`src/rtl/apb_seq_pkg.sv`:
```
// Shared types for the APB command sequencer: op codes, FSM states and the queued command payload.
// Command fields are sized for the widest supported bus; the top casts to its own ADDR_W/DATA_W.
package apb_seq_pkg;

  localparam int unsigned CMD_ADDR_W = 8;
  localparam int unsigned CMD_DATA_W = 32;

  typedef enum logic [1:0] {
    OP_WRITE = 2'd0,
    OP_READ  = 2'd1,
    OP_POLL  = 2'd2,
    OP_WAIT  = 2'd3
  } op_t;

  typedef enum logic [2:0] {
    S_IDLE   = 3'd0,
    S_SETUP  = 3'd1,
    S_ACCESS = 3'd2,
    S_GAP    = 3'd3,
    S_WAIT   = 3'd4
  } state_t;

  typedef struct packed {
    op_t                   op;
    logic [CMD_ADDR_W-1:0] addr;
    logic [CMD_DATA_W-1:0] data;
    logic [CMD_DATA_W-1:0] mask;
  } cmd_t;

  localparam int unsigned CMD_W = $bits(cmd_t);

endpackage

```
`src/rtl/apb_cmd_sequencer_if.sv`:
```
// APB bus bundle between the command sequencer (master) and the register block (slave).
interface apb_cmd_sequencer_if #(
  parameter int unsigned ADDR_W = 8,
  parameter int unsigned DATA_W = 32
);
  logic [ADDR_W-1:0] PADDR;
  logic              PWRITE;
  logic              PSEL;
  logic              PENABLE;
  logic [DATA_W-1:0] PWDATA;
  logic [DATA_W-1:0] PRDATA;
  logic              PREADY;

  modport master (
    output PADDR, PWRITE, PSEL, PENABLE, PWDATA,
    input  PRDATA, PREADY
  );

  modport slave (
    input  PADDR, PWRITE, PSEL, PENABLE, PWDATA,
    output PRDATA, PREADY
  );
endinterface

```
`src/rtl/apb_cmd_fifo.sv`:
```
// Circular command FIFO with wrap-bit pointers; push while full is dropped, push+pop in one cycle allowed.
module apb_cmd_fifo #(
  parameter int unsigned DEPTH = 8,
  parameter int unsigned W     = 8
) (
  input  logic         clk,
  input  logic         reset,
  input  logic         push,
  input  logic [W-1:0] din,
  output logic         full,
  input  logic         pop,
  output logic [W-1:0] dout,
  output logic         empty
);
  localparam int unsigned AW = $clog2(DEPTH);
  localparam int unsigned PW = AW + 1;

  logic [PW-1:0] wr_ptr;
  logic [PW-1:0] rd_ptr;
  logic [W-1:0]  mem [DEPTH];
  logic          do_push;
  logic          do_pop;

  assign empty   = (wr_ptr == rd_ptr);
  assign full    = (wr_ptr[AW-1:0] == rd_ptr[AW-1:0]) && (wr_ptr[AW] != rd_ptr[AW]);
  assign do_push = push && !full;
  assign do_pop  = pop && !empty;
  assign dout    = mem[rd_ptr[AW-1:0]];

  always_ff @(posedge clk) begin
    if (reset) begin
      wr_ptr <= '0;
      rd_ptr <= '0;
    end else begin
      if (do_push) wr_ptr <= wr_ptr + PW'(1);
      if (do_pop)  rd_ptr <= rd_ptr + PW'(1);
    end
  end

  // Storage needs no reset: entries are only read once the pointers mark them valid.
  always_ff @(posedge clk) begin
    if (do_push) mem[wr_ptr[AW-1:0]] <= din;
  end

endmodule

```
`src/rtl/apb_cmd_sequencer.sv`:
```
// APB master replaying queued WRITE/READ/POLL/WAIT commands, with wait states, delays and masked polling.
// Macro APB_CMD_SEQ_POLL_EN enables POLL; without it a POLL does no access and answers rsp_err=1, rsp_data=0.
module apb_cmd_sequencer
  import apb_seq_pkg::*;
#(
  parameter int unsigned ADDR_W   = 8,
  parameter int unsigned DATA_W   = 32,
  parameter int unsigned DEPTH    = 8,
  parameter int unsigned POLL_MAX = 1024,
  parameter int unsigned POLL_GAP = 4
) (
  input  logic                clk,
  input  logic                reset,
  input  logic                cmd_valid,
  output logic                cmd_ready,
  input  logic [1:0]          cmd_op,
  input  logic [ADDR_W-1:0]   cmd_addr,
  input  logic [DATA_W-1:0]   cmd_data,
  input  logic [DATA_W-1:0]   cmd_mask,
  output logic                rsp_valid,
  output logic [DATA_W-1:0]   rsp_data,
  output logic                rsp_err,
  output logic                busy,
  apb_cmd_sequencer_if.master apb
);

  cmd_t   push_cmd;
  cmd_t   head;
  logic   full;
  logic   empty;
  logic   pop;

  state_t                state_q, state_d;
  cmd_t                  cmd_q, cmd_d;
  logic [CMD_DATA_W-1:0] cnt_q, cnt_d;

  logic              psel_q, psel_d;
  logic              penable_q, penable_d;
  logic [ADDR_W-1:0] paddr_q, paddr_d;
  logic              pwrite_q, pwrite_d;
  logic [DATA_W-1:0] pwdata_q, pwdata_d;
  logic              rsp_valid_q, rsp_valid_d;
  logic [DATA_W-1:0] rsp_data_q, rsp_data_d;
  logic              rsp_err_q, rsp_err_d;

`ifdef APB_CMD_SEQ_POLL_EN
  localparam int unsigned ATT_W = $clog2(POLL_MAX + 1);
  logic [ATT_W-1:0] attempt_q, attempt_d;
  logic             poll_hit;

  assign poll_hit = (((CMD_DATA_W'(apb.PRDATA)) ^ cmd_q.data) & cmd_q.mask) == '0;
`else
  logic unused_poll;
  assign unused_poll = ^{cmd_q.addr, cmd_q.data, cmd_q.mask, POLL_MAX[0], POLL_GAP[0]};
`endif

  assign push_cmd = '{op:   op_t'(cmd_op),
                      addr: CMD_ADDR_W'(cmd_addr),
                      data: CMD_DATA_W'(cmd_data),
                      mask: CMD_DATA_W'(cmd_mask)};

  apb_cmd_fifo #(
    .DEPTH (DEPTH),
    .W     (CMD_W)
  ) u_fifo (
    .clk   (clk),
    .reset (reset),
    .push  (cmd_valid),
    .din   (push_cmd),
    .full  (full),
    .pop   (pop),
    .dout  (head),
    .empty (empty)
  );

  // Next-state and next-output logic; APB drive is computed here and registered below.
  always_comb begin
    state_d     = state_q;
    cmd_d       = cmd_q;
    cnt_d       = cnt_q;
    pop         = 1'b0;
    psel_d      = 1'b0;
    penable_d   = 1'b0;
    paddr_d     = '0;
    pwrite_d    = 1'b0;
    pwdata_d    = '0;
    rsp_valid_d = 1'b0;
    rsp_data_d  = rsp_data_q;
    rsp_err_d   = rsp_err_q;
`ifdef APB_CMD_SEQ_POLL_EN
    attempt_d   = attempt_q;
`endif

    case (state_q)
      S_IDLE: begin
        if (!empty) begin
          pop   = 1'b1;
          cmd_d = head;
          case (head.op)
            OP_WRITE, OP_READ: begin
              state_d  = S_SETUP;
              psel_d   = 1'b1;
              paddr_d  = ADDR_W'(head.addr);
              pwrite_d = (head.op == OP_WRITE);
              pwdata_d = (head.op == OP_WRITE) ? DATA_W'(head.data) : '0;
            end
            OP_POLL: begin
`ifdef APB_CMD_SEQ_POLL_EN
              state_d   = S_SETUP;
              psel_d    = 1'b1;
              paddr_d   = ADDR_W'(head.addr);
              attempt_d = '0;
`else
              rsp_valid_d = 1'b1;
              rsp_err_d   = 1'b1;
              rsp_data_d  = '0;
`endif
            end
            OP_WAIT: begin
              state_d = S_WAIT;
              cnt_d   = (head.data == '0) ? CMD_DATA_W'(1) : head.data;
            end
            default: ;
          endcase
        end
      end

      S_SETUP: begin
        state_d   = S_ACCESS;
        psel_d    = 1'b1;
        penable_d = 1'b1;
        paddr_d   = paddr_q;
        pwrite_d  = pwrite_q;
        pwdata_d  = pwdata_q;
      end

      S_ACCESS: begin
        psel_d    = 1'b1;
        penable_d = 1'b1;
        paddr_d   = paddr_q;
        pwrite_d  = pwrite_q;
        pwdata_d  = pwdata_q;
        if (apb.PREADY) begin
          psel_d    = 1'b0;
          penable_d = 1'b0;
          paddr_d   = '0;
          pwrite_d  = 1'b0;
          pwdata_d  = '0;
          state_d   = S_IDLE;
          case (cmd_q.op)
            OP_READ: begin
              rsp_valid_d = 1'b1;
              rsp_data_d  = apb.PRDATA;
              rsp_err_d   = 1'b0;
            end
`ifdef APB_CMD_SEQ_POLL_EN
            OP_POLL: begin
              if (poll_hit) begin
                rsp_valid_d = 1'b1;
                rsp_data_d  = apb.PRDATA;
                rsp_err_d   = 1'b0;
              end else if (attempt_q + ATT_W'(1) == ATT_W'(POLL_MAX)) begin
                rsp_valid_d = 1'b1;
                rsp_data_d  = apb.PRDATA;
                rsp_err_d   = 1'b1;
              end else begin
                attempt_d = attempt_q + ATT_W'(1);
                state_d   = S_GAP;
                cnt_d     = CMD_DATA_W'(POLL_GAP);
              end
            end
`endif
            default: ;
          endcase
        end
      end

      // Idle gap between poll attempts, then re-issue the same read.
      S_GAP: begin
        if (cnt_q <= CMD_DATA_W'(1)) begin
          state_d = S_SETUP;
          psel_d  = 1'b1;
          paddr_d = ADDR_W'(cmd_q.addr);
        end else begin
          cnt_d = cnt_q - CMD_DATA_W'(1);
        end
      end

      S_WAIT: begin
        if (cnt_q <= CMD_DATA_W'(1)) state_d = S_IDLE;
        else                         cnt_d   = cnt_q - CMD_DATA_W'(1);
      end

      default: state_d = S_IDLE;
    endcase
  end

  always_ff @(posedge clk) begin
    if (reset) begin
      state_q     <= S_IDLE;
      cmd_q       <= '0;
      cnt_q       <= '0;
      psel_q      <= 1'b0;
      penable_q   <= 1'b0;
      paddr_q     <= '0;
      pwrite_q    <= 1'b0;
      pwdata_q    <= '0;
      rsp_valid_q <= 1'b0;
      rsp_data_q  <= '0;
      rsp_err_q   <= 1'b0;
`ifdef APB_CMD_SEQ_POLL_EN
      attempt_q   <= '0;
`endif
    end else begin
      state_q     <= state_d;
      cmd_q       <= cmd_d;
      cnt_q       <= cnt_d;
      psel_q      <= psel_d;
      penable_q   <= penable_d;
      paddr_q     <= paddr_d;
      pwrite_q    <= pwrite_d;
      pwdata_q    <= pwdata_d;
      rsp_valid_q <= rsp_valid_d;
      rsp_data_q  <= rsp_data_d;
      rsp_err_q   <= rsp_err_d;
`ifdef APB_CMD_SEQ_POLL_EN
      attempt_q   <= attempt_d;
`endif
    end
  end

  assign cmd_ready   = !full;
  assign busy        = (state_q != S_IDLE) || !empty;
  assign rsp_valid   = rsp_valid_q;
  assign rsp_data    = rsp_data_q;
  assign rsp_err     = rsp_err_q;
  assign apb.PSEL    = psel_q;
  assign apb.PENABLE = penable_q;
  assign apb.PADDR   = paddr_q;
  assign apb.PWRITE  = pwrite_q;
  assign apb.PWDATA  = pwdata_q;

endmodule
```
`src/flat_wrapper.sv`:
```
// flat-port wrapper written by rule: the top's interface ports become plain ports
module apb_cmd_sequencer_flat import apb_seq_pkg::*;
#(
  parameter int unsigned ADDR_W   = 8,
  parameter int unsigned DATA_W   = 32,
  parameter int unsigned DEPTH    = 8,
  parameter int unsigned POLL_MAX = 1024,
  parameter int unsigned POLL_GAP = 4
)
  (clk, reset, cmd_valid, cmd_ready, cmd_op, cmd_addr, cmd_data, cmd_mask, rsp_valid, rsp_data, rsp_err, busy, apb_PADDR, apb_PWRITE, apb_PSEL, apb_PENABLE, apb_PWDATA, apb_PRDATA, apb_PREADY);
  apb_cmd_sequencer_if #(.ADDR_W(ADDR_W), .DATA_W(DATA_W)) apb_i ();
  input  logic clk;
  input  logic reset;
  input  logic cmd_valid;
  output logic cmd_ready;
  input  logic [1:0] cmd_op;
  input  logic [ADDR_W-1:0] cmd_addr;
  input  logic [DATA_W-1:0] cmd_data;
  input  logic [DATA_W-1:0] cmd_mask;
  output logic rsp_valid;
  output logic [DATA_W-1:0] rsp_data;
  output logic rsp_err;
  output logic busy;
  output wire logic [$bits(apb_i.PADDR)-1:0] apb_PADDR;
  output wire logic [$bits(apb_i.PWRITE)-1:0] apb_PWRITE;
  output wire logic [$bits(apb_i.PSEL)-1:0] apb_PSEL;
  output wire logic [$bits(apb_i.PENABLE)-1:0] apb_PENABLE;
  output wire logic [$bits(apb_i.PWDATA)-1:0] apb_PWDATA;
  input wire logic [$bits(apb_i.PRDATA)-1:0] apb_PRDATA;
  input wire logic [$bits(apb_i.PREADY)-1:0] apb_PREADY;
  assign apb_PADDR = apb_i.PADDR;
  assign apb_PWRITE = apb_i.PWRITE;
  assign apb_PSEL = apb_i.PSEL;
  assign apb_PENABLE = apb_i.PENABLE;
  assign apb_PWDATA = apb_i.PWDATA;
  assign apb_i.PRDATA = apb_PRDATA;
  assign apb_i.PREADY = apb_PREADY;
  apb_cmd_sequencer #(.ADDR_W(ADDR_W), .DATA_W(DATA_W), .DEPTH(DEPTH), .POLL_MAX(POLL_MAX), .POLL_GAP(POLL_GAP)) u_core (.clk(clk), .reset(reset), .cmd_valid(cmd_valid), .cmd_ready(cmd_ready), .cmd_op(cmd_op), .cmd_addr(cmd_addr), .cmd_data(cmd_data), .cmd_mask(cmd_mask), .rsp_valid(rsp_valid), .rsp_data(rsp_data), .rsp_err(rsp_err), .busy(busy), .apb(apb_i));
endmodule
```
`config.mk`:
```
export PLATFORM = sky130hd
export DESIGN_NAME = apb_cmd_sequencer_flat
export DESIGN_NICKNAME = d
export VERILOG_FILES = /design/src/rtl/apb_seq_pkg.sv /design/src/rtl/apb_cmd_sequencer_if.sv /design/src/rtl/apb_cmd_fifo.sv /design/src/rtl/apb_cmd_sequencer.sv /design/src/flat_wrapper.sv
export SDC_FILE = /design/constraint.sdc
export NUM_CORES = 1
export LEC_CHECK = 0
export CELL_PAD_IN_SITES_DETAIL_PLACEMENT = 1
export CELL_PAD_IN_SITES_GLOBAL_PLACEMENT = 2
export CORE_UTILIZATION = 41
export DETAILED_ROUTE_END_ITERATION = 8
export HOLD_SLACK_MARGIN = 0.15
export PLACE_DENSITY_LB_ADDON = 0.1
export SYNTH_ARGS = -nofsm -noshare
export SYNTH_HDL_FRONTEND = slang
export SYNTH_SLANG_ARGS = --single-unit
```
`constraint.sdc`:
```
create_clock -name clk -period 7 [get_ports clk]
set_clock_uncertainty 0.2 [all_clocks]
set_input_delay 1.05 -clock clk [delete_from_list [all_inputs] [get_ports clk]]
set_output_delay 1.05 -clock clk [all_outputs]
set_load 0.005 [all_outputs]
```
### Yosys cells after proc, flatten, opt, wreduce, memory -nomap -nowiden

Memories as Yosys holds them, arrays and structs flattened. A register that Yosys moved wholly into a read port is not among the register bits.
Index checks and enable logic that the tools add are counted.

* logic and storage cells: 112
* bits of input ports: 110
* memories: 1
* RAM bits: 592
* latch bits: 0
* register bits after elaboration: 130
* output and inout bits: 79
* ROM bits: 0

* divide/modulo/power cells: 0
* reduce and logical (&&, ||, !) cells: 19
* muxes and demuxes: 52
* $mul: 0
* add/sub/neg operators: 3
* order comparisons: 1
* shifts and indexed selects: 0
* bitwise logic cells: 2
* equal/unequal tests: 20

Memories
* u_core.u_fifo.mem: words 8, bits a word 74, rd ports 1, clocked after Yosys merged registers in 1, wr ports 1, line apb_cmd_fifo.sv:20 `logic [W-1:0] mem [DEPTH];`

Operators by type and width (number)
* $mux 32: 12
* $pmux 32 s2: 2
* $pmux 32 s3: 1
* $le 32x1->1 const B: 1
* $logic_not 32->1: 1
* $mux 8: 4
* $pmux 8 s4: 1
* $sub 32x1->32 const B: 1
* $mux 1: 19
* $mux 3: 6
* $pmux 3 s5: 1
* $ne 2x2->1 const B: 5
* $reduce_and 5->1: 2
* $add 4x1->4 const B: 2
* $eq 3x2->1 const B: 2
* $ne 2x1->1 const B: 3
* $pmux 1 s2: 3
* $pmux 3 s2: 1
* $eq 2x1->1 const B: 2
* $eq 2x2->1 const B: 2
* $eq 4x4->1: 1
* $pmux 1 s4: 1
* $reduce_and 2->1: 2
* $reduce_and 4->1: 1
* 15 further kinds: 21

### Depth between registers and ports, before layout

Gate-level depths: netlist of the first run.

* depth in word-level cells: 6
* mapped depth: 10
* depth with buffers taken out: 8

### By module

A second synthesis of the first run with hierarchy kept.

* cell total of the unflattened synthesis: 1561
* area, all modules: 28317.2 µm²

By module, submodules not included
* apb_cmd_fifo: area each 22969.5 µm², cells each 939, instances 1, seq. area each 17997.3 µm²
* apb_cmd_sequencer: area each 5347.6 µm², cells each 622, instances 1, seq. area each 2442.3 µm²

### Worst setup path before layout of the first run

OpenSTA, ideal clock, no wires.

* path type: reg2reg
* from: reg u_core.u_fifo.wr_ptr[0]
* to: mem u_core.u_fifo.mem[0][32] (netlist name) (enable)
* cell stages (with the launch flop): 8
* path buffers: 2
* period minus slack after synthesis: 5.105 ns
* data required time: 6.307 ns
* slack: 1.895 ns
* arrival time: 4.411 ns
* library setup time: 0.493 ns
* cells stage by stage: dfxtp_1 -> clkbuf_1 -> xor2_1 -> or4_1 -> clkbuf_1 -> nand2_1 -> or2_2 -> nor3_1

* longest elaborated chain between the ends: 6

RTL lines
* start, declared: line apb_cmd_fifo.sv:18 `logic [PW-1:0] wr_ptr;`
* start signal, assigned: line apb_cmd_fifo.sv:35 `if (do_push) wr_ptr <= wr_ptr + PW'(1);`
* $eq 3x3->1: line apb_cmd_fifo.sv:25 `assign full = (wr_ptr[AW-1:0] == rd_ptr[AW-1:0]) && (wr_ptr[AW] != rd_ptr[AW]);`
* $logic_and 1x1->1: line apb_cmd_fifo.sv:25
* $logic_not 1->1
* named net cmd_ready: line flat_wrapper.sv:15 `output logic cmd_ready;`
* $logic_and 1x1->1: line apb_cmd_fifo.sv:26 `assign do_push = push && !full;`
* $mux 1: line apb_cmd_fifo.sv:42 `if (do_push) mem[wr_ptr[AW-1:0]] <= din;`
* $mux 1 (implied by the code): line apb_cmd_fifo.sv:42
* end, declared: line apb_cmd_fifo.sv:20

The timed path passes the listed nets, and every way through them passes these cells.

==> reports/metrics.json, run 1 <==
{
  "outcome": {"value": "finished clean"},
  "fmax": {"value": 0.247, "unit": "GHz"},
  "rows": {"value": 77},
  "postSynthAreaPerCell": {"value": 14.9, "unit": "um^2"},
  "netlist_top_cells_area": {"value": "edfxtp_1 54%, dfxtp_1 14%, mux4_2 9.8%, nor2_1 2.4%, o21ai_0 1.7%"},
  "grt_pass1_wl": {"value": 72800, "unit": "um"},
  "power.leakage": {"value": 7.14, "unit": "nW"},
  "hold_buffers": {"value": 0},
  "transition_time_of_the_tightest_slew_check_pin": {"value": 1090, "unit": "ps"},
  "fin_tns_setup": {"value": 0, "unit": "ps"},
  "multi_input_comb_area": {"value": 5530, "unit": "um^2"},
  "post-synth-top-count-cell": {"value": "edfxtp_1"},
  "hold-worst-slack": {"value": 249, "unit": "ps"},
  "cts.repair_timing.setup_buffer_count": {"value": 0},
  "worst_skew_pair.late_latency": {"value": 610, "unit": "ps"},
  "drcViolationCount": {"value": 0},
  "grtUsageTotal": {"value": 21.0, "unit": "%"},
  "clk_pin_slew_worst_paths": {"value": 60, "unit": "ps"},
  "dp.final_hpwl": {"value": 29100, "unit": "um"},
  "hold_viol_final": {"value": 0},
  "ctsHtreeMaxLevel": {"value": 2},
  "fin_nets": {"value": 1513},
  "numPortBuffers": {"value": 156},
  "cp_data_required_time": {"value": 7300, "unit": "ps"},
  "fillers": {"value": 4340},
  "synthDominantAreaCellType": {"value": "edfxtp_1"},
  "synthFlopType": {"value": "edfxtp_1"},
  "end_kind": {"value": "flip-flop"},
  "pin_count": {"value": 189},
  "register_area": {"value": 12800, "unit": "um^2"},
  "ir_drop": {"value": 0.206, "unit": "mV"},
  "globalRouteOverflowTotal": {"value": 0},
  "routed_wl": {"value": 48000, "unit": "um"},
  "part_of_the_total_power_dissipated_in_the_clock_network": {"value": 29.6, "unit": "%"},
  "layout-drive-gt1-share": {"value": 15.0, "unit": "%"},
  "post_synth_most_frequent_cells": {"value": "336 x edfxtp_1, 133 x dfxtp_1, 120 x nor2_1, 81 x mux4_2, 71 x nand2_1"},
  "drv.max_cap_violation_count": {"value": 0},
  "drt-vias-per-instance": {"value": 5.56},
  "hp-class": {"value": "flip-flop to flip-flop"},
  "synthesis.yosys.warnings": {"value": 0},
  "path_class": {"value": "flip-flop to flip-flop"},
  "grt_setup_unrepaired": {"value": "false"},
  "async_flop_share": {"value": 0, "unit": "%"},
  "seq_power_share": {"value": 39.8, "unit": "%"},
  "area_growth": {"value": 20.5, "unit": "%"},
  "slew_viol_final": {"value": 0},
  "synthCells": {"value": 1242},
  "ctsLongestPathBuffers": {"value": 3},
  "pin_count_of_the_biggest_net_entering_global_routing": {"value": 65},
  "cts.sink_count": {"value": 469},
  "die_width": {"value": 215, "unit": "um"},
  "cts_made_buffers": {"value": 50},
  "cts_tree": {"value": "yes"},
  "timing.max_slew.rel_slack": {"value": 26.9, "unit": "%"},
  "internal_power": {"value": 0.00565, "unit": "W"},
  "cts_repair_resize_count": {"value": 0},
  "post_synth_net_total": {"value": 1356},
  "core-area": {"value": 44400, "unit": "um^2"},
  "finalSetupViolations": {"value": 0},
  "place_congestion": {"value": 0.755},
  "clock_tree.root_cell": {"value": "clkbuf_16"},
  "synth.distinct_cells": {"value": 67},
  "comb_power_share": {"value": 30.6, "unit": "%"},
  "synth_sequential_area_ratio": {"value": 68.7, "unit": "%"},
  "drt_first_iter_violations": {"value": 785},
  "dieHeight": {"value": 215, "unit": "um"},
  "switchingPower": {"value": 0.00294, "unit": "W"},
  "worstPathMaxFanout": {"value": 43},
  "synth_seq_cells": {"value": 469},
  "routedWlPerCell": {"value": 23.7, "unit": "um"},
  "utilization": {"value": 50.4, "unit": "%"},
  "setup.worst_path.start_class": {"value": "flip-flop"},
  "postRouteAntennaNets": {"value": 0},
  "initial_utilization": {"value": 41.8, "unit": "%"},
  "period_minus_slack": {"value": 4040, "unit": "ps"},
  "synth_enable_flop_cells": {"value": 336},
  "num_vias": {"value": 11290},
  "first_global_vias": {"value": 11761},
  "netlist.area_leader.share": {"value": 54.4, "unit": "%"},
  "final_clock_period_utilization_by_the_worst_path": {"value": 57.7, "unit": "%"},
  "power.density": {"value": 384, "unit": "nW/um^2"},
  "netSwitchingFraction": {"value": 34.2, "unit": "%"},
  "drtPass1Iterations": {"value": 5},
  "design.die.area": {"value": 46100, "unit": "um^2"},
  "arrival_time_of_data_at_the_critical_path_endpoint": {"value": 4340, "unit": "ps"},
  "grt_antenna_before_repair": {"value": 5},
  "synth_area": {"value": 18600, "unit": "um^2"}
}
[layer usage]
layer	routed length [um]	share of wire, %	up-vias	global-route usage (%)
met1	21600	45	5829	28.4
met2	23000	48	246	34.1
met5	29	0.060	-	0
li1	-	-	5151	-
met4	894	1.9	4	6.14
met3	2500	5.2	60	4.22
[registers in the layout, indices dropped and copies added, names as in the netlist, named ones only]
name / count
u_core.rsp_valid: 1
u_core.cnt_q: 32
u_core.rsp_err: 1
u_core.state_q: 3
u_core.apb.PSEL: 1
u_core.apb.PWRITE: 1
u_core.rsp_data: 32
u_core.apb.PADDR: 8
u_core.u_fifo.wr_ptr: 4
u_core.apb.PENABLE: 1
u_core.u_fifo.rd_ptr: 4
u_core.apb.PWDATA: 32
u_core.u_fifo.mem: 336
u_core.cmd_q: 10
[stage by stage]
stage / total power (W) / std cells / instance area [um^2] / setup slack (ps)
2_1_floorplan: 0.00520 / 1242 / 18600 / 1900
3_3_place_gp: 0.00610 / 1939 / 20800 / 2880
3_5_place_dp: 0.00613 / 1939 / 20800 / 2900
4_1_cts: 0.00870 / 2029 / 22400 / 2850
5_1_grt: 0.00903 / 2029 / 22400 / 2660
6_report: 0.00860 / 2030 / 22400 / 2960
[layout make-up]
type,instances,share of cell area [%]
sequential,469,57.1
multi-input combinational,688,24.7
timing repair buffer,177,7.67
clock buffer,63,5.90
tap,592,3.31
clock inverter,27,1.12
inverter,13,0.218
antenna,1,0.0112
[worst max-delay path: stages, from the launching register on]
cell	delay (ps)
dfxtp_4	870
buf_4	650
mux2i_1	390
nor3_2	190
buf_4	340
a21o_1	680
o21ai_0	260
a221oi_2	320
[power by group through the flow]
| stage | registers (W) | logic, W | clock network (W) |
|---|---|---|---|
| after CTS | 0.00343 | 0.00266 | 0.00261 |
| after detailed placement | 0.00349 | 0.00264 | 0 |
| after global placement | 0.00348 | 0.00262 | 0 |
| after global routing | 0.00346 | 0.00286 | 0.00270 |
| after floorplan | 0.00336 | 0.00184 | 0 |
| final | 0.00342 | 0.00263 | 0.00254 |
[worst paths after layout]
check / from / endpoint / slack [ps] / cells after the start
worst max register to register: flip-flop / u_core.cnt_q[25] / 2960 / 7
worst min-delay path: u_core.apb.PWDATA[16] / u_core.apb.PWDATA[16] / 250 / 2
worst max-delay path: flip-flop / u_core.cnt_q[25] / 2960 / 7
worst min register to register: u_core.apb.PWDATA[16] / u_core.apb.PWDATA[16] / 250 / 2
[layout by cell type (no fill, tap or decap), drive strengths merged, types with 5 or more instances in the layout]
cell,instances
a31oi,10
nand2b,14
xor2,9
nand2,71
dfxtp,133
a22oi,36
mux2i,29
mux2,14
or4,13
nor3b,5
or3,6
nand4,5
nor2,121
inv,13
clkdlybuf4s50,155
a211oi,17
clkinv,23
buf,22
nand3,13
a22o,11
o21ai,67
a21oi,53
nor3,27
edfxtp,336
clkbuf,63
or2,5
mux4,81
nor4,17
[kinds of logic after synthesis]
family / share of synthesized area (%)
flops: 68.7
fa+ha+maj: 0.270
xor+xnor: 0.566
compound gates: 8.10
simple gates: 8.17
buf+inv: 1.95
mux: 12.2
Power figures use the tool's default switching activity.
==> run 2, diff against run 1 <==
--- a/config.mk
+++ b/config.mk
@@ -7,7 +7,7 @@
 export LEC_CHECK = 0
 export CELL_PAD_IN_SITES_DETAIL_PLACEMENT = 1
 export CELL_PAD_IN_SITES_GLOBAL_PLACEMENT = 2
-export CORE_UTILIZATION = 41
+export CORE_UTILIZATION = 37
 export DETAILED_ROUTE_END_ITERATION = 8
 export HOLD_SLACK_MARGIN = 0.15
 export PLACE_DENSITY_LB_ADDON = 0.1
==> constraint.sdc (replaced) <==
create_clock -name clk -period 3.4 [get_ports clk]
set_clock_uncertainty 0.2 [all_clocks]
set_input_delay 0.51 -clock clk [delete_from_list [all_inputs] [get_ports clk]]
set_output_delay 0.51 -clock clk [all_outputs]
set_load 0.005 [all_outputs]
==> run 2 against run 1 <==
- clock power is 110% higher
- count of clock-buffer cells in the layout is 4 higher
- flip-flop and latch count unchanged
- non-clock buffer count increased by 37
- global-route usage shrank 1.4 points
- final area grew 2.6%
- sequential share of layout area shrank 1.5 points
- largest cell class unchanged
==> reports/metrics.json, run 2 (synthesis gave the netlist of run 1 again) <==
{
  "pin_count_of_the_biggest_net_entering_global_routing": {"value": 54},
  "hold_buffers": {"value": 0},
  "grtUsageTotal": {"value": 19.5, "unit": "%"},
  "cts_made_buffers": {"value": 50},
  "seq_power_share": {"value": 37.9, "unit": "%"},
  "final_clock_period_utilization_by_the_worst_path": {"value": 93.7, "unit": "%"},
  "area_growth": {"value": 23.7, "unit": "%"},
  "cts.repair_timing.setup_buffer_count": {"value": 0},
  "hold-worst-slack": {"value": 214, "unit": "ps"},
  "fin_nets": {"value": 1550},
  "power.leakage": {"value": 7.37, "unit": "nW"},
  "finalSetupViolations": {"value": 0},
  "pin_count": {"value": 189},
  "drt-vias-per-instance": {"value": 5.31},
  "register_area": {"value": 12800, "unit": "um^2"},
  "design.die.area": {"value": 51100, "unit": "um^2"},
  "postRouteAntennaNets": {"value": 0},
  "setup_ws": {"value": 214, "unit": "ps"},
  "grt_pass1_wl": {"value": 74000, "unit": "um"},
  "drtPass1Iterations": {"value": 4},
  "hold_viol_final": {"value": 0},
  "setup.worst_path.start_class": {"value": "flip-flop"},
  "grt_antenna_before_repair": {"value": 3},
  "dieHeight": {"value": 226, "unit": "um"},
  "part_of_the_total_power_dissipated_in_the_clock_network": {"value": 29.2, "unit": "%"},
  "drv.max_cap_violation_count": {"value": 0},
  "cts.sink_count": {"value": 469},
  "end_kind": {"value": "output pin"},
  "rows": {"value": 81},
  "holdCritStartpoint": {"value": "reset"},
  "ff2ff_path_depth": {"value": 6},
  "core-area": {"value": 49300, "unit": "um^2"},
  "drt_first_iter_violations": {"value": 785},
  "pre_cts_slack": {"value": 252, "unit": "ps"},
  "numPortBuffers": {"value": 156},
  "internal_power": {"value": 0.0121, "unit": "W"},
  "dp.final_hpwl": {"value": 30900, "unit": "um"},
  "timing.max_slew.rel_slack": {"value": 30.1, "unit": "%"},
  "num_vias": {"value": 11375},
  "largest_register_ff_count": {"value": 336},
  "routedWlPerCell": {"value": 22.9, "unit": "um"},
  "fillers": {"value": 4897},
  "worst_skew_pair.late_latency": {"value": 590, "unit": "ps"},
  "worstPathMaxFanout": {"value": 8},
  "outcome": {"value": "finished clean"},
  "cp_data_required_time": {"value": 2690, "unit": "ps"},
  "postPlaceCellArea": {"value": 21300, "unit": "um^2"},
  "fmax": {"value": 0.314, "unit": "GHz"},
  "comb_power_share": {"value": 32.9, "unit": "%"},
  "clock_tree.root_cell": {"value": "clkbuf_16"},
  "power.density": {"value": 797, "unit": "nW/um^2"},
  "worst_hold_path.endpoint": {"value": "u_core.cnt_q[19]"},
  "die_width": {"value": 226, "unit": "um"},
  "drcViolationCount": {"value": 0},
  "initial_utilization": {"value": 37.7, "unit": "%"},
  "most_used_cells_in_the_layout_excluding_fill_and_tap_cells": {"value": "336 x edfxtp_1, 155 x clkdlybuf4s50_1, 130 x dfxtp_1"},
  "place_congestion": {"value": 0.764},
  "routed_wl": {"value": 49000, "unit": "um"},
  "post-route-cell-area": {"value": 23000, "unit": "um^2"},
  "worstReg2RegStart": {"value": "u_core.cnt_q[16]"},
  "cts_repair_resize_count": {"value": 0},
  "path_class": {"value": "flip-flop to output pin"},
  "transition_time_of_the_tightest_slew_check_pin": {"value": 1050, "unit": "ps"},
  "first_global_vias": {"value": 11961},
  "globalRouteOverflowTotal": {"value": 0},
  "layout-drive-gt1-share": {"value": 17.1, "unit": "%"},
  "most_common_cell_after_layout_fill_and_taps_aside": {"value": "edfxtp_1"},
  "switchingPower": {"value": 0.00615, "unit": "W"},
  "multi_input_comb_area": {"value": 5540, "unit": "um^2"},
  "min_path_cells": {"value": 2},
  "slew_viol_final": {"value": 0},
  "ir_drop": {"value": 0.437, "unit": "mV"},
  "r2r-end": {"value": "u_core.apb.PADDR[6]"},
  "cts_tree": {"value": "yes"},
  "hp-class": {"value": "input port to flip-flop"},
  "period_minus_slack": {"value": 3190, "unit": "ps"},
  "r2r_slack": {"value": 290, "unit": "ps"},
  "grt_setup_unrepaired": {"value": "false"},
  "antenna_cells_inserted": {"value": 0},
  "ctsLongestPathBuffers": {"value": 3},
  "ctsHtreeMaxLevel": {"value": 2},
  "clk_pin_slew_worst_paths": {"value": 60, "unit": "ps"},
  "netSwitchingFraction": {"value": 33.6, "unit": "%"},
  "final_total_power": {"value": 0.0183, "unit": "W"},
  "arrival_time_of_data_at_the_critical_path_endpoint": {"value": 2480, "unit": "ps"}
}
==> run 2: changes by cell type in the layout (fill, tap and decap cells not counted), sizes merged <==
cell,before,now
buf,22,59
clkbuf,63,67
clkinv,23,22
bufinv,3,4
diode,1,0
==> run 2: power groups by stage <==
stage / registers [W] / logic, W / clock network, W
floorplan: 0.00691 / 0.00378 / 0
global placement: 0.00705 / 0.00601 / 0
detailed placement: 0.00706 / 0.00607 / 0
CTS: 0.00695 / 0.00609 / 0.00551
global route: 0.00700 / 0.00654 / 0.00571
finish: 0.00694 / 0.00601 / 0.00534
==> run 2: cell type report <==
class | instances | share of cell area (%)
flip-flops and latches | 469 | 55.6
clock inverters | 27 | 1.06
repair buffers | 214 | 9.40
clock buffers | 67 | 5.97
multi-input cells | 688 | 24.1
well taps | 664 | 3.62
inverters | 13 | 0.213
==> run 2: critical path, cell delays in order, from the launching register on <==
cell             delay [ps]
dfxtp_1                 590
xor2_1                  180
or4_1                   480
nand2b_1                170
clkdlybuf4s50_1         480
==> run 2: worst max path at each step <==
stage          slack (ps)               startpoint                       end
3_3_place_gp          280                flip-flop           u_core.cnt_q[0]
6_report              210  u_core.u_fifo.wr_ptr[1]                      busy
5_1_grt                80  u_core.u_fifo.wr_ptr[1]                      busy
3_5_place_dp          250                flip-flop           u_core.cnt_q[0]
2_1_floorplan        -610  u_core.u_fifo.wr_ptr[0]  u_core.u_fifo.mem[1][32]
4_1_cts               150  u_core.u_fifo.wr_ptr[1]                      busy
==> run 2: routing by layer <==
metal,global-route usage (%),vias up,routed length [um]
li1,-,5236,-
met1,27.1,5865,22700
met2,31.6,208,23400
met3,3.86,62,2140
met4,4.39,4,755
met5,0,-,22
==> run 2: through the flow <==
| step | cells | utilization (%) | setup TNS [ps] |
|---|---|---|---|
| 3_3_place_gp | 2048 | 43.3 | 0 |
| 2_1_floorplan | 1242 | - | -137800 |
| 6_report | 2142 | 46.6 | 0 |
| 5_1_grt | 2142 | 46.6 | 0 |
| 3_5_place_dp | 2048 | 43.3 | 0 |
| 4_1_cts | 2142 | 46.6 | 0 |
